$ cat config.mk
export PLATFORM = sky130hd
export DESIGN_NAME = apb_slave_mem
export DESIGN_NICKNAME = d
export VERILOG_FILES = /design/src/rtl/apb_slave_mem.sv
export SDC_FILE = /design/constraint.sdc
export NUM_CORES = 2
export LEC_CHECK = 0
export CORE_UTILIZATION = 33
export DETAILED_ROUTE_END_ITERATION = 8
export SLEW_MARGIN = 10
export SYNTH_ARGS = -nofsm -noshare
export SYNTH_HDL_FRONTEND = slang
export SYNTH_SLANG_ARGS = --single-unit
$ cat constraint.sdc
create_clock -name Pclk -period 3 [get_ports Pclk]
set_input_delay 0.9 -clock Pclk [delete_from_list [all_inputs] [get_ports Pclk]]
set_output_delay 0.9 -clock Pclk [all_outputs]
set_load 0.05 [all_outputs]
$ cat src/rtl/apb_slave_mem.sv
// rtl/apb_slave_mem.sv - APB slave register bank with programmable wait states and range-checked slave errors
module apb_slave_mem #(
    parameter int ADDR_WIDTH  = 32,
    parameter int DATA_WIDTH  = 32,
    parameter int DEPTH       = 64,
    parameter int WAIT_CYCLES = 0
) (
    input  logic                  Pclk,
    input  logic                  Presetn,
    input  logic                  Psel,
    input  logic                  Penable,
    input  logic                  Pwrite,
    input  logic [ADDR_WIDTH-1:0] Paddr,
    input  logic [DATA_WIDTH-1:0] Pwdata,
    output logic [DATA_WIDTH-1:0] Prdata,
    output logic                  Pready,
    output logic                  Pslverr
);

    localparam int IDX_W = (DEPTH > 1) ? $clog2(DEPTH) : 1;

    typedef enum logic [1:0] {
        ST_IDLE = 2'd0,
        ST_WAIT = 2'd1,
        ST_RESP = 2'd2
    } state_t;

    state_t state;
    state_t next_state;

    // Transfer context captured in the setup phase; the master may change the bus afterwards.
    logic [IDX_W-1:0]      addr_q;
    logic                  write_q;
    logic                  err_q;
    logic [DATA_WIDTH-1:0] wdata_q;
    logic [3:0]            cnt;

    logic [DATA_WIDTH-1:0] mem [DEPTH];

    logic                  setup;
    logic                  complete;
    logic                  enter_resp;
    logic                  addr_err;
    logic [IDX_W-1:0]      paddr_idx;
    logic                  cur_err;
    logic                  cur_write;
    logic [IDX_W-1:0]      cur_idx;

    // The full address is range-checked, so aliasing of high bits can never hit a real word.
    assign addr_err  = (Paddr >= ADDR_WIDTH'(DEPTH));
    assign paddr_idx = Paddr[IDX_W-1:0];

    // With zero wait states RESP is entered on the setup edge itself, before the context
    // registers hold the new transfer, so the response is built from the live bus then.
    assign cur_err   = setup ? addr_err  : err_q;
    assign cur_write = setup ? Pwrite    : write_q;
    assign cur_idx   = setup ? paddr_idx : addr_q;

    assign enter_resp = (next_state == ST_RESP) && (state != ST_RESP);

    // Next-state decode: setup detection, wait countdown, completion and abort.
    always_comb begin
        next_state = state;
        setup      = 1'b0;
        complete   = 1'b0;
        case (state)
            ST_IDLE: begin
                if (Psel && !Penable) begin
                    setup      = 1'b1;
                    next_state = (WAIT_CYCLES == 0) ? ST_RESP : ST_WAIT;
                end
            end
            ST_WAIT: begin
                if (!Psel) begin
                    next_state = ST_IDLE;
                end else if (Penable && cnt == 4'd1) begin
                    next_state = ST_RESP;
                end
            end
            ST_RESP: begin
                if (!Psel) begin
                    next_state = ST_IDLE;
                end else if (Penable) begin
                    complete   = 1'b1;
                    next_state = ST_IDLE;
                end
            end
            default: next_state = ST_IDLE;
        endcase
    end

    // State register.
    always_ff @(posedge Pclk or negedge Presetn) begin
        if (!Presetn) begin
            state <= ST_IDLE;
        end else begin
            state <= next_state;
        end
    end

    // Capture the transfer at setup and count down wait states during the access phase.
    always_ff @(posedge Pclk or negedge Presetn) begin
        if (!Presetn) begin
            addr_q  <= '0;
            write_q <= 1'b0;
            err_q   <= 1'b0;
            wdata_q <= '0;
            cnt     <= 4'd0;
        end else if (setup) begin
            addr_q  <= paddr_idx;
            write_q <= Pwrite;
            err_q   <= addr_err;
            wdata_q <= Pwdata;
            cnt     <= 4'(WAIT_CYCLES);
        end else if (state == ST_WAIT && Psel && Penable && cnt != 4'd0) begin
            cnt <= cnt - 4'd1;
        end
    end

    // Registered response: Pready/Pslverr track RESP, read data is loaded on entry to RESP.
    always_ff @(posedge Pclk or negedge Presetn) begin
        if (!Presetn) begin
            Pready  <= 1'b0;
            Pslverr <= 1'b0;
            Prdata  <= '0;
        end else begin
            Pready  <= (next_state == ST_RESP);
            Pslverr <= (next_state == ST_RESP) && cur_err;
            if (enter_resp && !cur_write) begin
                Prdata <= cur_err ? '0 : mem[cur_idx];
            end
        end
    end

    // Word storage: writes commit only on a completing, in-range write.
    always_ff @(posedge Pclk or negedge Presetn) begin
        if (!Presetn) begin
            for (int i = 0; i < DEPTH; i++) begin
                mem[i] <= '0;
            end
        end else if (complete && write_q && !err_q) begin
            mem[addr_q] <= wdata_q;
        end
    end

endmodule

==> results.md <==
* Final Hold Fails at 0
* CTS tree: yes
* Cts bufs inserted at 220
* GRT Overall Usage at 20.5%
* Worst setup margin at -0.259 ns
* Leakage at 55.6 nW
* Final wirelength at roughly 300 mm
* Power Dens Cells at ~600 mW/mm^2
* Final HPWL DP at 190 mm
* Area Growth Syn to Fin at 23.2%
* First-pass GRT wire length at roughly 460 mm
* Vias in the first global route at approximately 71000
* Final Slew Violations at 0
* Synth Register Bits at around 2100
* Synthesized area per cell at between 10 and 15 um^2
* EDFF count, synth at 0
* Width of the chip at 543 um
* Final nets at 8691
* # fillers at 26863
* Pre-CTS setup slack at -1.38 ns
* Mapped cell area at between 0.09 and 0.1 mm^2
* Worst setup SP type: primary input
* Clock skew at between 0.07 and 0.08 ns
* Top cell type's share of synthesized area at 55.1%
* Area contributors post-synth: dfrtp_1 55%, mux2_2 24%, nand2_1 6.3%, nand3_1 2.7%, clkbuf_1 1.7%
* Worst endpoint data arrival time at about 4 ns
* Clock buffer depth at 4
* Fin crit share at 109%
* Die area at about 0.29 mm^2
* Synthesis Warnings at 0
* Layout cells sized above 1 at approximately two fifths
* Final min period at approximately 3.3 ns
* Number of vias per cell at ~5.4
* RePlAce Congestion at between 0.8 and 0.9
* Antenna violations before repair at 5
* Drt drc at 0
* Core area at 0.291 mm^2
* Worst slew margin at 16.0%
* WP data required at around 3.7 ns
* Setup crit end kind: flop
* Worst hold path type: primary input to flop
* Violated checks: setup timing
* Final setup violation count at 32
* Asr flop ratio synth at 100%
* Initial core utilization at between 30% and 40%
* Clock sink count at between 2000 and 2500
* Most frequent cells in the layout: 2096 x dfrtp_1, 2081 x mux2_2, 1578 x nand2_1
* H-tree levels at 4
* Post-synth net total at 8341
* I/O pin cnt at 103
* Number of DRC markers in iteration 0 at 5699
* Port Buffers at slightly above 100
* Max Cap Viol at 0
* Remaining Overflow, GRT at 0
* Main synth FF type: dfrtp_1
* Antenna violation net count after detailed routing at 0
* Synth area leader: dfrtp_1
* Post-synthesis cell count at between 8000 and 9000
* FP Rows at 198
* WL/cell at around 24 um
* CP max FO at 16
* Commonest non-fill, non-tap cell in the layout: dfrtp_1
* WS Path Type: primary input to flop
* Reg clk slew, reported paths at 0.06 ns
* F_max at 307 MHz
* Worst-margin pin slew at between 1 and 1.5 ns
* DR pass1 iterations at 6
* Register area share after synthesis at 55.1%
* Total power at roughly 70 mW
* Status: finished, violations left
* Unique masters post-synth at 52
* Vias at slightly below 70000
* Vert. Die Dim at about 540 um
* RSZ-0062 raised after global routing: true
* Peak VDD IR at approximately 490 uV
* Skew-Pair Late Insertion Delay at just over 0.9 ns
* Pin count of the biggest net entering global routing at between 100 and 150
* Clk root buf: clkbuf_16
==> metrics by stage <==
stage	util [%]	area [um^2]	TNS [ns]	std cells	hold slack (ns)
3_3_place_gp	37.0	108000	-685.88	12164	0.482
4_1_cts	40.3	117000	-3.89	12636	0.502
2_1_floorplan	-	96600	0	8269	0.474
3_5_place_dp	37.0	108000	-705.66	12164	0.489
5_1_grt	40.9	119000	-6.19	12697	0.406
6_report	40.9	119000	-4.22	12698	0.424
==> final timing paths <==
check	start	to	slack [ns]	cells after the start
min in group asynchronous	Presetn	mem[1335]	0.56	2
worst min-delay path	Penable	state[0]	0.42	3
worst max-delay path	Psel	Prdata[0]	-0.26	15
worst max register to register	state[1]	Prdata[0]	-0.23	14
worst min register to register	mem[1593]	mem[1593]	0.50	1
max in group asynchronous	Presetn	mem[1504]	1.19	4
==> cell type report <==
cell class                      count  area (um^2)  share of cell area [%]
Clock buffer                      326         6570                    5.52
Multi-Input combinational cell   5354        41400                    34.8
Sequential cell                  2128        53300                    44.8
Antenna cell                        2         5.00                 0.00421
Clock inverter                     73         1050                   0.879
Tap cell                         3900         4880                    4.10
Timing Repair Buffer              906        11700                    9.83
Inverter                            9         62.6                  0.0526
==> synth_stat cells, types with 2 or more instances <==
cell / number
clkbuf_1: 427
buf_2: 216
nand3_1: 522
a21oi_1: 156
buf_4: 19
and3b_1: 2
inv_1: 7
nor2_1: 109
a32oi_1: 64
nor3b_1: 2
nor4_1: 62
o21a_1: 2
ha_1: 3
o22ai_1: 32
a22oi_1: 93
and2_1: 2
nand3b_1: 4
o21ai_0: 56
buf_6: 7
mux2i_1: 134
xor2_1: 2
and3_1: 2
mux2_2: 2081
nand2_1: 1631
or2_2: 2
a31oi_1: 159
nand4_1: 165
buf_1: 109
o32ai_1: 2
or3b_2: 2
a211oi_1: 2
dfrtp_1: 2128
o21ai_1: 5
nor3_1: 6
a21boi_0: 2
nor3b_2: 2
inv_2: 2
a221oi_1: 4
or4_1: 2
mux4_2: 30
==> metal layers <==
layer | share of wire, % | GRT usage (%)
met5 | 0.0042 | 0
met4 | 3.1 | 6.09
met3 | 6.7 | 3.75
met2 | 46 | 32.2
met1 | 45 | 28.6
==> power by group <==
group | internal [mW] | leakage [nW] | switching (mW) | total (mW)
sequential | 28.9 | 29.6 | 1.13 | 30.0
combinational | 4.74 | 22.2 | 7.74 | 12.5
clock | 17.2 | 3.75 | 11.9 | 29.0
==> critical path, cell delays in order <==
cell             delay, ns
clkdlybuf4s50_1       0.50
nor4b_4               0.29
buf_12                0.19
mux2i_4               0.27
bufinv_16             0.24
buf_8                 0.15
buf_12                0.16
buf_16                0.17
buf_4                 0.15
nand2_1               0.06
a31oi_1               0.08
nand4_1               0.11
nand4_1               0.25
a22oi_2               0.33
nand2_1               0.10
==> registers in the layout (all words and copies together), names as in the netlist, 2 cells and up <==
signal   count
cnt          4
mem       2048
wdata_q     32
Prdata      32
addr_q       6
state        2
==> repair_timing <==
action                                  in CTS  in global routing
gates cloned                                22                 22
hold buffers                                 1                  0
hold endpoints to repair                    16                  0
resized for setup                          227                168
buffers inserted                            58                 43
pin swaps                                   92                100
endpoints found under the setup margin      60                 32
==> cell families (layout without fill, tap and decap cells) <==
logic type	count (synthesis)	count (layout)	synth area share, %
AND/OR/NAND/NOR	2521	2521	11.2
multiplexers	2247	2247	26.4
flip-flops	2128	2128	55.1
buffers and inverters	787	1314	3.47
AO/OA/AOI/OAI	580	580	3.79
adder cells (fa/ha/maj)	3	3	0.0389
XOR/XNOR	3	3	0.0272
other	0	2	0
Note: power is estimated with default switching activity, not from simulation.
